===== config.mk =====
export PLATFORM = sky130hd
export DESIGN_NAME = vstream_rx_meas_flat
export DESIGN_NICKNAME = d
export VERILOG_FILES = /design/src/rtl/vstream_pkg.sv /design/src/rtl/vstream_rx_meas_if.sv /design/src/rtl/vstream_rx_meas.sv /design/src/flat_wrapper.sv
export SDC_FILE = /design/constraint.sdc
export NUM_CORES = 1
export LEC_CHECK = 0
export CAP_MARGIN = 15
export CORE_ASPECT_RATIO = 1.1
export CORE_MARGIN = 10
export CORE_UTILIZATION = 47
export DETAILED_ROUTE_END_ITERATION = 10
export GPL_ROUTABILITY_DRIVEN = 0
export HOLD_SLACK_MARGIN = 0.03
export PLACE_DENSITY = 0.77
export SLEW_MARGIN = 15
export SYNTH_ARGS = -nofsm -noshare
export SYNTH_HDL_FRONTEND = slang
export SYNTH_SLANG_ARGS = --single-unit

===== constraint.sdc =====
create_clock -name clk -period 4.55 [get_ports clk]
set_input_delay 0.6825 -clock clk [delete_from_list [all_inputs] [get_ports clk]]
set_output_delay 0.6825 -clock clk [all_outputs]
set_load 0.02 [all_outputs]

===== src/rtl/vstream_pkg.sv =====
// Shared types and error-bit positions for the pixel stream receiver/measurement block.
package vstream_pkg;

    typedef enum logic [1:0] {
        SYNC   = 2'd0,
        FWAIT  = 2'd1,
        HBLANK = 2'd2,
        LINE   = 2'd3
    } state_e;

    localparam int ERR_WIDTH    = 0;
    localparam int ERR_HEIGHT   = 1;
    localparam int ERR_DE_BLANK = 2;
    localparam int ERR_OVF      = 3;
    localparam int ERR_NUM      = 4;

endpackage


===== src/rtl/vstream_rx_meas_if.sv =====
// Pixel stream in, delayed stream plus per-frame measurements out.
// Optional csum_o exists only when VSTREAM_RX_CHECKSUM_EN is defined.
interface vstream_rx_meas_if #(
    parameter int PIXEL_WIDTH = 8,
    parameter int XW          = 13,
    parameter int YW          = 13
);
    // Stream has no backpressure: de_i qualifies di_i in the same cycle and the
    // receiver accepts every cycle; de_o qualifies do_o/x_o/y_o one clock later.
    logic [3*PIXEL_WIDTH-1:0] di_i;
    logic                     de_i;
    logic                     hs_i;
    logic                     vs_i;
    logic [3*PIXEL_WIDTH-1:0] do_o;
    logic                     de_o;
    logic                     hs_o;
    logic                     vs_o;
    logic [XW-1:0]            x_o;
    logic [YW-1:0]            y_o;
    logic                     meas_vld_o;
    logic [XW-1:0]            width_o;
    logic [YW-1:0]            height_o;
    logic [15:0]              frame_cnt_o;
    logic [3:0]               err_o;
    logic [1:0]               state_o;
`ifdef VSTREAM_RX_CHECKSUM_EN
    logic [31:0]              csum_o;
`endif

    modport master (
        output di_i, de_i, hs_i, vs_i,
        input  do_o, de_o, hs_o, vs_o, x_o, y_o, meas_vld_o, width_o, height_o,
        input  frame_cnt_o, err_o, state_o
`ifdef VSTREAM_RX_CHECKSUM_EN
        , input csum_o
`endif
    );

    modport slave (
        input  di_i, de_i, hs_i, vs_i,
        output do_o, de_o, hs_o, vs_o, x_o, y_o, meas_vld_o, width_o, height_o,
        output frame_cnt_o, err_o, state_o
`ifdef VSTREAM_RX_CHECKSUM_EN
        , output csum_o
`endif
    );

endinterface


===== src/rtl/vstream_rx_meas.sv =====
// Registers the pixel stream, tags pixels with x/y and measures frame geometry and errors.
// Define VSTREAM_RX_CHECKSUM_EN to add a per-frame pixel component checksum on csum_o.
module vstream_rx_meas
    import vstream_pkg::*;
#(
    parameter  int PIXEL_WIDTH     = 8,
    parameter  int LINE_SIZE_MAX   = 4096,
    parameter  int FRAME_LINES_MAX = 4096,
    localparam int XW              = $clog2(LINE_SIZE_MAX + 1),
    localparam int YW              = $clog2(FRAME_LINES_MAX + 1)
) (
    input  logic          clk,
    input  logic          rst,
    vstream_rx_meas_if.slave bus
);

    localparam logic [1:0] ST_SYNC   = 2'(SYNC);
    localparam logic [1:0] ST_FWAIT  = 2'(FWAIT);
    localparam logic [1:0] ST_HBLANK = 2'(HBLANK);
    localparam logic [1:0] ST_LINE   = 2'(LINE);

    logic [1:0]         state;
    logic [XW-1:0]      xcnt, line_ref, x_base, x_next, ref_next;
    logic [YW-1:0]      ycnt, y_next, ref_height;
    logic               ref_height_vld;
    logic [ERR_NUM-1:0] err_sticky, err_now, err_final;
    logic               line_cycle, pix, x_sat, y_sat, line_close, frame_end;

    assign bus.state_o = state;

    // A cycle with vs high and hs low is inside a line even on the cycle the FSM
    // is still leaving FWAIT/HBLANK, so the first pixel of a line is never lost.
    always_comb begin
        line_cycle = (state != ST_SYNC) && bus.vs_i && !bus.hs_i;
        x_base     = (state == ST_LINE) ? xcnt : '0;
        pix        = line_cycle && bus.de_i;
        x_sat      = (x_base == XW'(LINE_SIZE_MAX));
        x_next     = x_base;
        if (pix && !x_sat) x_next = x_base + XW'(1);

        line_close = (state == ST_LINE) && bus.hs_i;
        y_sat      = (ycnt == YW'(FRAME_LINES_MAX));
        y_next     = ycnt;
        if (line_close && !y_sat) y_next = ycnt + YW'(1);
        ref_next   = line_ref;
        if (line_close && (ycnt == '0)) ref_next = xcnt;

        err_now = err_sticky;
        if (line_close && (ycnt != '0) && (xcnt != line_ref)) err_now[ERR_WIDTH] = 1'b1;
        if ((state != ST_SYNC) && bus.de_i && (bus.hs_i || !bus.vs_i)) err_now[ERR_DE_BLANK] = 1'b1;
        if ((pix && x_sat) || (line_close && y_sat)) err_now[ERR_OVF] = 1'b1;

        frame_end = ((state == ST_HBLANK) || (state == ST_LINE)) && !bus.vs_i;
        err_final = err_now;
        if (ref_height_vld && (y_next != ref_height)) err_final[ERR_HEIGHT] = 1'b1;
    end

    always_ff @(posedge clk or posedge rst) begin
        if (rst) begin
            bus.do_o        <= '0;
            bus.de_o        <= 1'b0;
            bus.hs_o        <= 1'b0;
            bus.vs_o        <= 1'b0;
            bus.x_o         <= '0;
            bus.y_o         <= '0;
            bus.meas_vld_o  <= 1'b0;
            bus.width_o     <= '0;
            bus.height_o    <= '0;
            bus.frame_cnt_o <= '0;
            bus.err_o       <= '0;
            state           <= ST_SYNC;
            xcnt            <= '0;
            ycnt            <= '0;
            line_ref        <= '0;
            ref_height      <= '0;
            ref_height_vld  <= 1'b0;
            err_sticky      <= '0;
        end else begin
            bus.do_o       <= bus.di_i;
            bus.de_o       <= bus.de_i;
            bus.hs_o       <= bus.hs_i;
            bus.vs_o       <= bus.vs_i;
            bus.meas_vld_o <= 1'b0;
            if (pix) begin
                bus.x_o <= x_base;
                bus.y_o <= ycnt;
            end

            case (state)
                ST_SYNC: begin
                    if (!bus.vs_i) begin
                        state      <= ST_FWAIT;
                        ycnt       <= '0;
                        line_ref   <= '0;
                        err_sticky <= '0;
                    end
                end
                ST_FWAIT: begin
                    err_sticky <= err_now;
                    xcnt       <= x_next;
                    if (bus.vs_i) state <= bus.hs_i ? ST_HBLANK : ST_LINE;
                end
                default: begin
                    if (frame_end) begin
                        // The closing line (if any) is folded in via y_next/ref_next.
                        bus.meas_vld_o  <= 1'b1;
                        bus.width_o     <= ref_next;
                        bus.height_o    <= y_next;
                        bus.frame_cnt_o <= bus.frame_cnt_o + 16'd1;
                        bus.err_o       <= err_final;
                        ref_height      <= y_next;
                        ref_height_vld  <= 1'b1;
                        state           <= ST_FWAIT;
                        ycnt            <= '0;
                        line_ref        <= '0;
                        err_sticky      <= '0;
                    end else begin
                        xcnt       <= x_next;
                        ycnt       <= y_next;
                        line_ref   <= ref_next;
                        err_sticky <= err_now;
                        state      <= bus.hs_i ? ST_HBLANK : ST_LINE;
                    end
                end
            endcase
        end
    end

`ifdef VSTREAM_RX_CHECKSUM_EN
    logic [31:0] csum_acc, pix_sum;

    always_comb begin
        pix_sum = '0;
        for (int c = 0; c < 3; c++)
            pix_sum = pix_sum + 32'(bus.di_i[c*PIXEL_WIDTH +: PIXEL_WIDTH]);
    end

    always_ff @(posedge clk or posedge rst) begin
        if (rst) begin
            csum_acc   <= '0;
            bus.csum_o <= '0;
        end else if (frame_end) begin
            bus.csum_o <= csum_acc;
            csum_acc   <= '0;
        end else if (state == ST_SYNC) begin
            csum_acc <= '0;
        end else if (pix) begin
            csum_acc <= csum_acc + pix_sum;
        end
    end
`endif

endmodule


===== src/flat_wrapper.sv =====
// flat-port wrapper written by rule: the top's interface ports become plain ports
module vstream_rx_meas_flat import vstream_pkg::*;
#(
    parameter  int PIXEL_WIDTH     = 8,
    parameter  int LINE_SIZE_MAX   = 4096,
    parameter  int FRAME_LINES_MAX = 4096,
    localparam int XW              = $clog2(LINE_SIZE_MAX + 1),
    localparam int YW              = $clog2(FRAME_LINES_MAX + 1)
)
  (clk, rst, bus_di_i, bus_de_i, bus_hs_i, bus_vs_i, bus_do_o, bus_de_o, bus_hs_o, bus_vs_o, bus_x_o, bus_y_o, bus_meas_vld_o, bus_width_o, bus_height_o, bus_frame_cnt_o, bus_err_o, bus_state_o);
  vstream_rx_meas_if #(.PIXEL_WIDTH(PIXEL_WIDTH), .XW((13)), .YW((13))) bus_i ();
  input  logic clk;
  input  logic rst;
  input wire logic [$bits(bus_i.di_i)-1:0] bus_di_i;
  input wire logic [$bits(bus_i.de_i)-1:0] bus_de_i;
  input wire logic [$bits(bus_i.hs_i)-1:0] bus_hs_i;
  input wire logic [$bits(bus_i.vs_i)-1:0] bus_vs_i;
  output wire logic [$bits(bus_i.do_o)-1:0] bus_do_o;
  output wire logic [$bits(bus_i.de_o)-1:0] bus_de_o;
  output wire logic [$bits(bus_i.hs_o)-1:0] bus_hs_o;
  output wire logic [$bits(bus_i.vs_o)-1:0] bus_vs_o;
  output wire logic [$bits(bus_i.x_o)-1:0] bus_x_o;
  output wire logic [$bits(bus_i.y_o)-1:0] bus_y_o;
  output wire logic [$bits(bus_i.meas_vld_o)-1:0] bus_meas_vld_o;
  output wire logic [$bits(bus_i.width_o)-1:0] bus_width_o;
  output wire logic [$bits(bus_i.height_o)-1:0] bus_height_o;
  output wire logic [$bits(bus_i.frame_cnt_o)-1:0] bus_frame_cnt_o;
  output wire logic [$bits(bus_i.err_o)-1:0] bus_err_o;
  output wire logic [$bits(bus_i.state_o)-1:0] bus_state_o;
  assign bus_i.di_i = bus_di_i;
  assign bus_i.de_i = bus_de_i;
  assign bus_i.hs_i = bus_hs_i;
  assign bus_i.vs_i = bus_vs_i;
  assign bus_do_o = bus_i.do_o;
  assign bus_de_o = bus_i.de_o;
  assign bus_hs_o = bus_i.hs_o;
  assign bus_vs_o = bus_i.vs_o;
  assign bus_x_o = bus_i.x_o;
  assign bus_y_o = bus_i.y_o;
  assign bus_meas_vld_o = bus_i.meas_vld_o;
  assign bus_width_o = bus_i.width_o;
  assign bus_height_o = bus_i.height_o;
  assign bus_frame_cnt_o = bus_i.frame_cnt_o;
  assign bus_err_o = bus_i.err_o;
  assign bus_state_o = bus_i.state_o;
  vstream_rx_meas #(.PIXEL_WIDTH(PIXEL_WIDTH), .LINE_SIZE_MAX(LINE_SIZE_MAX), .FRAME_LINES_MAX(FRAME_LINES_MAX)) u_core (.clk(clk), .rst(rst), .bus(bus_i));
endmodule

==> results of run 1 <==
==> layout by cell type (no fill, tap or decap), types with 3 or more instances in the layout <==
cell,n
clkbuf_16,17
clkbuf_8,4
inv_1,8
and2_1,3
a22o_1,14
clkdlybuf4s50_1,130
nand3_1,25
or3_1,6
a31oi_1,3
mux2i_1,14
xor2_1,29
nor2_1,25
nor3_1,6
nand4_1,18
nand2_1,148
bufinv_16,5
a21oi_1,7
dfrtp_1,145
a21o_1,4
o31ai_1,10
buf_4,4
xnor2_1,34
nor2b_1,3
nor4_1,7
ha_1,5
o21ai_0,42
o21ai_1,5
==> flip-flops by register name, indices dropped and copies added (netlist names) <==
signal	flops
u_core.bus.do_o	24
u_core.bus.frame_cnt_o	16
u_core.bus.height_o	13
u_core.bus.width_o	13
u_core.bus.x_o	13
u_core.bus.y_o	13
u_core.line_ref	13
u_core.xcnt	13
u_core.ycnt	13
u_core.bus.err_o	4
u_core.err_sticky	3
u_core.bus.state_o	2
u_core.bus.de_o	1
u_core.bus.hs_o	1
u_core.bus.meas_vld_o	1
u_core.bus.vs_o	1
u_core.ref_height_vld	1
==> power by group <==
group / internal, mW / switching (mW)
Sequential: 1.34 / 0.0511
Combinational: 0.146 / 0.195
Clock: 1.03 / 0.519
Total: 2.51 / 0.765
==> kinds of logic (layout without fill, tap and decap cells) <==
family | after synthesis | in the layout
simple gates | 266 | 266
flops | 145 | 145
compound gates | 98 | 98
xor+xnor | 63 | 63
buf+inv | 61 | 175
mux | 16 | 16
fa+ha+maj | 5 | 5
==> synth_stat cells (2+ instances only) <==
cell	count
clkbuf_1	30
a21oi_1	7
buf_4	11
nand3_1	25
nor4_1	7
o21ai_1	5
and3_1	2
mux2i_1	14
nor3_1	7
nor2_1	25
o31ai_1	10
nor4b_1	2
xor2_1	29
ha_1	5
buf_6	2
o22ai_1	2
a22o_1	14
nor2b_1	3
dfrtp_1	145
nand2b_1	3
a31oi_1	3
inv_1	9
buf_2	7
a21o_1	4
xnor2_1	34
o21ai_0	42
or3_1	6
nor4_4	2
nand4_1	18
and2_1	3
nand2_1	148
==> per-stage QoR <==
step / instances / area, um2 / util / total power, mW / hold WS (ns)
after global routing: 956 / 8620 / 0.625 / 3.40 / 0.493
final: 956 / 8620 / 0.625 / 3.28 / 0.475
after floorplan: 654 / 6630 / - / 1.59 / 0.435
after global placement: 925 / 7960 / 0.577 / 1.75 / 0.454
after detailed placement: 925 / 7960 / 0.577 / 1.76 / 0.458
after CTS: 956 / 8620 / 0.625 / 3.31 / 0.477
==> metal layers <==
metal	GRT usage	up-vias
met5	0	-
met4	0.0625	0
met3	0.0590	34
met2	0.313	197
met1	0.205	2491
li1	-	2426
==> path summary, 6_finish.rpt <==
check	from	end	slack, ns
min	u_core.bus.y_o[11]	u_core.bus.y_o[11]	0.47
min reg2reg	u_core.bus.y_o[11]	u_core.bus.y_o[11]	0.47
max in group asynchronous	rst	u_core.bus.frame_cnt_o[12]	3.19
max	bus_vs_i	u_core.bus.frame_cnt_o[15]	1.57
max reg2reg	u_core.bus.state_o[1]	u_core.xcnt[10]	1.70
min in group asynchronous	rst	u_core.bus.x_o[1]	0.86
==> area by class of cell <==
cell class                 count  area (um2)
timing repair buffer         135        1350
fill                        1136        5170
clock inverter                 8         175
tap                          188         235
multi-input combinational    448        2710
sequential                   145        3630
inverter                       9        37.5
clock buffer                  23         488
==> critical path, cell delays in order <==
cell and delay, ns:
clkdlybuf4s50_1 0.86, nand2b_2 0.42, inv_1 0.31, nand4_1 0.26, nor3_1 0.41, nand4_1 0.17
xnor2_1 0.15
==> results_dict.tcl, run 1 <==
set metrics [dict create \
    first_pass_iters 5 \
    synth_compound_area_frac 0.0935 \
    track_usage 0.180 \
    yosys_warnings 0 \
    grt_overflow 0 \
    fin_crit_sh 0.655 \
    yosysUniqueCellTypes 61 \
    cap_violations 0 \
    synth_top_area_cell "dfrtp_1" \
    status "completed" \
    async_flop_share 1.00 \
    synth_top_area_frac 0.548 \
    area.growth.synth_to_final_pct 30.2 \
    synth_area_leaders "dfrtp_1 55%, nand2_1 8.4%, xnor2_1 4.5%" \
    port_buffers 130 \
    cellLeakagePower_nw 3.72 \
    postRouteAntennaNets 0 \
    synth-seq-cells 145 \
    cts_tree "done" \
    yosys.area_share.xor_xnor 0.0833 \
    routed.top_layer "met4" \
    syn_nets 688 \
    critPathLaunchType "input port" \
    initial_utilization 0.480 \
    cts_resized 0 \
    synth_edf_count 0 \
    cts_sinks 145 \
    skew_ns 0.00803 \
    cts_buffer_depth 2 \
    path_clk_slew_ns 0.06 \
    min_period_ns 2.98 \
    wl_mm 16.9 \
    die_area_um2 19200 \
    maxSlewHeadroom 0.385 \
    critPathKind "in -> reg" \
    drt_iter0_markers 500 \
    r2r_cells 9 \
    fmax_ghz 0.335 \
    antenna_found_initial 0 \
    pre_cts_ws_ns 1.21 \
    netlist_instances 654 \
    slew_violations 0 \
    crit_arrival_ns 3.28 \
    tightest_slew_ns 0.919 \
    clock_latency_ns 0.42 \
    rsz0062_at_grt "no" \
    synth_top_family_by_area "simple AND/OR/NAND/NOR gates" \
    synth_area_um2 6620 \
    worst_setup_path_end_kind "flop" \
    wl_met3_mm 1.16 \
    hold_violations 0 \
    worstHoldPathCells 2 \
    synthSimpleGateAreaFrac 0.196 \
    hold_class "reg -> reg" \
    holdBufCountCts 0 \
    power_density_nw_per_um2 380 \
    fin_nets 790 \
    critPathMaxFanout 25 \
    synth_fa_ha_area_frac 0.00945 \
    seq_area_frac_synth 0.548 \
    wire_per_inst_um 17.6 \
    met2RoutedLength_mm 8.72 \
    dr_total_vias 5148 \
    post-cts-setup-buffers 0 \
    drc 0 \
    numCtsBuffers 17 \
    ios 131 \
    num_rows 45 \
    n_antenna_cell 0 \
    cp.required_ns 4.85 \
    drive_gt1_frac 0.0677 \
    syn_avg_cell_area_um2 10.1 \
    setup_violations 0 \
    grt_pass1_vias 5308 \
    core-area_um2 13800 \
    tns_ns 0 \
    synthMuxAreaShare 0.0251 \
    grt_max_degree 146 \
    hpwl_mm 11.8 \
    die_h_um 144 \
    drt-met1-wl_mm 6.65 \
    grt_pass1_wl_mm 27.9 \
    ys.flop_type "dfrtp_1" \
    die_w_um 133 \
    ir_drop_mv 0.264 \
    htreeDepth 4 \
    setup_slack_ns 1.57 \
    root_buffer "clkbuf_16" \
    via_per_inst 5.38 \
]
(Power assumes the default switching activity.)
==> inputs of run 2 (changes only) <==
--- a/config.mk
+++ b/config.mk
@@ -8,11 +8,11 @@
 export CAP_MARGIN = 15
 export CORE_ASPECT_RATIO = 1.1
 export CORE_MARGIN = 10
-export CORE_UTILIZATION = 47
+export CORE_UTILIZATION = 52
 export DETAILED_ROUTE_END_ITERATION = 10
 export GPL_ROUTABILITY_DRIVEN = 0
 export HOLD_SLACK_MARGIN = 0.03
-export PLACE_DENSITY = 0.77
+export PLACE_DENSITY = 0.8
 export SLEW_MARGIN = 15
 export SYNTH_ARGS = -nofsm -noshare
 export SYNTH_HDL_FRONTEND = slang
==> constraint.sdc (replaced) <==
create_clock -name clk -period 3.1 [get_ports clk]
set_input_delay 0.465 -clock clk [delete_from_list [all_inputs] [get_ports clk]]
set_output_delay 0.465 -clock clk [all_outputs]
set_load 0.02 [all_outputs]
==> run 2 against run 1 <==
Effect of this change:
- setup slack worse by 1.0 ns
- clock power increased by 25%
- clock skew up 0.013 ns
- die area shrank 8.3%
- sequential cell count stayed put
- clock-buffer cell count rose by 5
- non-clock buffer count grew 11
- critical path type is now reg -> reg
- first-iteration DRC count is 9.2% lower
==> results_dict.tcl, run 2 (synthesis gave the netlist of run 1 again) <==
set metrics [dict create \
    status "completed" \
    critPathMaxFanout 14 \
    p_int_mw 3.40 \
    dr_total_vias 5290 \
    pre_cts_ws_ns 0.370 \
    cts_resized 0 \
    cts_buffer_depth 2 \
    grt_max_degree 146 \
    area.growth.synth_to_final_pct 29.4 \
    cp.required_ns 3.40 \
    antenna_found_initial 0 \
    rr_startpoint "u_core.bus.state_o[1]" \
    fmax_ghz 0.396 \
    worst_setup_path_end_kind "flop" \
    clock_latency_ns 0.43 \
    drive_gt1_frac 0.0769 \
    critPathLaunchType "flop" \
    crit_arrival_ns 2.82 \
    utilization 0.683 \
    num_rows 43 \
    ios 131 \
    largest_register_ffs 24 \
    fin_nets 801 \
    layout.cells.most_common "nand2_1" \
    cap_violations 0 \
    hpwl_mm 12.1 \
    setup_violations 0 \
    post-cts-setup-buffers 0 \
    hold_violations 0 \
    grt_pass1_wl_mm 28.8 \
    slew_violations 0 \
    grt_overflow 0 \
    power_frac_comb 0.114 \
    cellLeakagePower_nw 3.73 \
    power_density_nw_per_um2 525 \
    wl_mm 17.2 \
    die_area_um2 17700 \
    min_period_ns 2.53 \
    mostFrequentLayoutCells "148 x nand2_1, 145 x dfrtp_1, 130 x clkdlybuf4s50_1, 42 x o21ai_0, 34 x xnor2_1" \
    core-area_um2 12500 \
    cts_tree "done" \
    wire_per_inst_um 18.3 \
    r2r_cells 6 \
    hold-path-endpoint "u_core.bus.y_o[6]" \
    die_h_um 138 \
    cts_sinks 145 \
    postRouteAntennaNets 0 \
    worstHoldPathCells 2 \
    initial_utilization 0.528 \
    setup_slack_ns 0.572 \
    placed_cell_area_um2 8000 \
    switchingPower_mw 1.10 \
    first_pass_iters 5 \
    root_buffer "clkbuf_16" \
    fin_crit_sh 0.815 \
    port_buffers 130 \
    via_per_inst 5.65 \
    largestRegisters "u_core.bus.do_o: 24 flops, u_core.bus.frame_cnt_o: 16 flops" \
    tns_ns 0 \
    maxSlewHeadroom 0.429 \
    path_clk_slew_ns 0.06 \
    holdBufCountCts 0 \
    critPathKind "reg -> reg" \
    final_area_um2 8570 \
    rsz0062_at_grt "no" \
    grt_pass1_vias 5599 \
    power.clock.fraction 0.432 \
    sequentialPowerShare 0.454 \
    regMostFlops "u_core.bus.do_o" \
    skew_ns 0.0211 \
    die_w_um 128 \
    drt_iter0_markers 454 \
    p_sw_frac 0.245 \
    numCtsBuffers 17 \
    reg2reg_to "u_core.bus.err_o[1]" \
    ir_drop_mv 0.335 \
    drc 0 \
    tightest_slew_ns 0.853 \
    min_from "u_core.bus.y_o[6]" \
    rrSetupSlack_ns 0.57 \
    n_antenna_cell 0 \
    hold_class "reg -> reg" \
    track_usage 0.201 \
    htreeDepth 4 \
]
-- run 2: stage by stage --
step           cells  power [mW]  hold slack [ns]
2_1_floorplan    654        2.34            0.435
3_3_place_gp     905        2.58            0.454
3_5_place_dp     905        2.59            0.455
4_1_cts          937        4.54            0.470
5_1_grt          937        4.66            0.474
6_report         937        4.50            0.469
-- run 2: cell type report --
class	count	area, um2
timing repair buffer	146	1430
clock inverter	4	47.5
inverter	9	37.5
sequential	145	3630
fill	967	3970
clock buffer	28	517
multi-input combinational	448	2710
tap	157	196
-- run 2: worst max-delay path: stages (launching register included) --
cell     delay, ns
dfrtp_1       0.69
nand2_1       0.38
nor4_4        0.48
o31ai_1       0.10
or4_1         0.41
nor4_1        0.20
a32oi_1       0.13
-- run 2: power groups by stage --
stage / registers (mW) / logic (mW) / clock network (mW)
CTS: 2.04 / 0.522 / 1.98
floorplan: 2.13 / 0.205 / 0
finish: 2.04 / 0.513 / 1.94
global placement: 2.07 / 0.506 / 0
global route: 2.05 / 0.555 / 2.05
detailed placement: 2.07 / 0.519 / 0
-- run 2: worst max path at each step --
stage	slack, ns	from	end
2_1_floorplan	0.62	u_core.bus.state_o[1]	u_core.xcnt[10]
3_3_place_gp	0.46	bus_hs_i	u_core.bus.err_o[1]
3_5_place_dp	0.37	bus_hs_i	u_core.bus.err_o[1]
4_1_cts	0.61	u_core.bus.state_o[1]	u_core.bus.err_o[1]
5_1_grt	0.39	u_core.bus.state_o[1]	u_core.bus.err_o[1]
6_report	0.57	u_core.bus.state_o[1]	u_core.bus.err_o[1]
-- run 2: metal layers --
layer / wire [um] / share of wire / vias up / global-route usage
met5: 0 / 0 / - / 0
met2: 9180 / 0.53 / 200 / 0.349
met3: 1150 / 0.067 / 32 / 0.0570
met4: 425 / 0.025 / 0 / 0.0795
met1: 6420 / 0.37 / 2613 / 0.225
li1: - / - / 2445 / -
==> inputs of run 3 (changes only) <==
--- a/config.mk
+++ b/config.mk
@@ -8,11 +8,11 @@
 export CAP_MARGIN = 15
 export CORE_ASPECT_RATIO = 1.1
 export CORE_MARGIN = 10
-export CORE_UTILIZATION = 52
+export CORE_UTILIZATION = 47
 export DETAILED_ROUTE_END_ITERATION = 10
 export GPL_ROUTABILITY_DRIVEN = 0
 export HOLD_SLACK_MARGIN = 0.03
-export PLACE_DENSITY = 0.8
+export PLACE_DENSITY = 0.77
 export SLEW_MARGIN = 15
 export SYNTH_ARGS = -nofsm -noshare
 export SYNTH_HDL_FRONTEND = slang
==> constraint.sdc (replaced) <==
create_clock -name clk -period 2.11 [get_ports clk]
set_input_delay 0.3165 -clock clk [delete_from_list [all_inputs] [get_ports clk]]
set_output_delay 0.3165 -clock clk [all_outputs]
set_load 0.02 [all_outputs]
==> run 3 against run 2 <==
Effect of this change:
- sequential share of layout area decreased by 3.1 points
- wire length increased by 7.2%
- non-clock buffer count increased by 59
- final cell count increased by 9.6%
- critical path type unchanged
- highest routed layer unchanged
==> results_dict.tcl, run 3 (synthesis gave the netlist of run 1 again) <==
set metrics [dict create \
    status "completed" \
    mostFrequentLayoutCells "147 x nand2_1, 140 x dfrtp_1, 130 x clkdlybuf4s50_1, 71 x buf_4, 35 x o21ai_0" \
    numCtsBuffers 17 \
    largestRegisters "u_core.bus.do_o: 24 flops, u_core.bus.frame_cnt_o: 16 flops" \
    min_period_ns 2.07 \
    port_buffers 130 \
    holdBufCountCts 0 \
    area.growth.synth_to_final_pct 39.9 \
    fmax_ghz 0.483 \
    skew_ns 0.00874 \
    holdWs_ns 0.198 \
    grt_pass1_wl_mm 30.1 \
    die_area_um2 19200 \
    drive_gt1_frac 0.181 \
    finalNonFillerCells 1027 \
    n_antenna_cell 0 \
    wl_mm 18.4 \
    cts_tree "done" \
    dr_total_vias 5523 \
    first_pass_iters 5 \
    crit_arrival_ns 2.37 \
    hpwl_mm 13.2 \
    fin_crit_sh 0.981 \
    postRouteAntennaNets 0 \
    critPathKind "reg -> reg" \
    path_clk_slew_ns 0.06 \
    hold_violations 0 \
    dpl.cell_count 990 \
    tightest_slew_ns 0.811 \
    worst_setup_path_end_kind "flop" \
    wire_per_inst_um 17.9 \
    htreeDepth 4 \
    rsz0062_at_grt "yes" \
    grt_overflow 0 \
    rrSetupSlack_ns 0.04 \
    tns_ns 0 \
    critPathLaunchType "flop" \
    crit_start "u_core.ycnt[4]" \
    maxSlewHeadroom 0.457 \
    root_buffer "clkbuf_16" \
    cts_buffer_depth 2 \
    core-area_um2 13800 \
    grt_pass1_vias 5856 \
    drt_iter0_markers 492 \
    ir_drop_mv 0.418 \
    cts_sinks 145 \
    critPathCapture "u_core.bus.err_o[1]" \
    critPathMaxFanout 8 \
    die_w_um 133 \
    track_usage 0.196 \
    initial_utilization 0.480 \
    ios 131 \
    via_per_inst 5.38 \
    drc 0 \
    placed_cell_area_um2 8500 \
    antenna_found_initial 0 \
    rr_startpoint "u_core.ycnt[4]" \
    regMostFlops "u_core.bus.do_o" \
    final_area_um2 9260 \
    fin_nets 860 \
    largest_register_ffs 24 \
    clock_latency_ns 0.43 \
    cp.required_ns 2.41 \
    cellLeakagePower_nw 4.08 \
    reg2reg_to "u_core.bus.err_o[1]" \
    num_rows 45 \
    grt_max_degree 74 \
    power_density_nw_per_um2 744 \
    cap_violations 0 \
    hold_class "in -> async" \
    r2r_cells 6 \
    layout.cells.most_common "nand2_1" \
    slew_violations 0 \
    die_h_um 144 \
    setup_violations 0 \
    finalPower_mw 6.89 \
]
run 3: cell types whose count changed in the layout (fill, tap and decap cells not counted), moves of 4 or more:
cell | previous run | this run
inv_1 | 8 | 4
o21ai_0 | 42 | 35
dfrtp_1 | 145 | 140
o21ai_1 | 5 | 11
inv_2 | 0 | 4
dfrtp_2 | 0 | 5
buf_4 | 15 | 71
run 3: per-stage QoR:
step	setup slack, ns	utilization
after floorplan	-0.182	-
after global placement	-0.279	0.616
after detailed placement	-0.313	0.616
after CTS	0.0215	0.664
after global routing	-0.0483	0.671
final	0.0395	0.671
run 3: worst min path at each step:
stage | start | to | slack (ns) | depth (start not counted)
2_1_floorplan | bus_de_i | u_core.bus.de_o | 0.35 | 0
3_3_place_gp | u_core.ref_height_vld | u_core.ref_height_vld | 0.45 | 1
3_5_place_dp | u_core.ref_height_vld | u_core.ref_height_vld | 0.46 | 1
4_1_cts | rst | u_core.bus.x_o[1] | 0.20 | 2
5_1_grt | rst | u_core.bus.x_o[0] | 0.21 | 2
6_report | rst | u_core.bus.x_o[1] | 0.20 | 2
run 3: critical path, cell delays in order, from the launching register on:
cell and delay (ns):
dfrtp_1 0.52, and4_4 0.31, or3b_1 0.41, nand2_1 0.10
o311ai_0 0.15, nor4_2 0.32, a32oi_1 0.14
run 3: layer usage:
metal	part of all wire	wire length [um]	global-route usage	up-vias
li1	-	-	-	2560
met4	0.033	602	0.102	0
met1	0.38	7060	0.208	2685
met5	0	0	0	-
met3	0.065	1200	0.0628	62
met2	0.52	9540	0.345	216
run 3: cell type report:
cell class | count | area (um2)
clock buffers | 23 | 478
clock inverters | 9 | 130
fillers | 1082 | 4530
inverters | 9 | 37.5
multi-input cells | 448 | 2840
flip-flops and latches | 145 | 3630
well taps | 188 | 235
repair buffers | 205 | 1910
run 3: power breakdown:
part | internal [mW] | switching [mW] | total, mW
Clock | 1.95 | 1.12 | 3.07
Combinational | 0.379 | 0.453 | 0.831
Sequential | 2.89 | 0.108 | 2.99
Total | 5.21 | 1.68 | 6.89
run 3: what timing repair did:
item                       4_1_cts  5_1_grt
gates resized for setup          6       29
setup buffers                    2        3
setup endpoints to repair       14       26
pin swaps                        1        6
cloned                           0        0
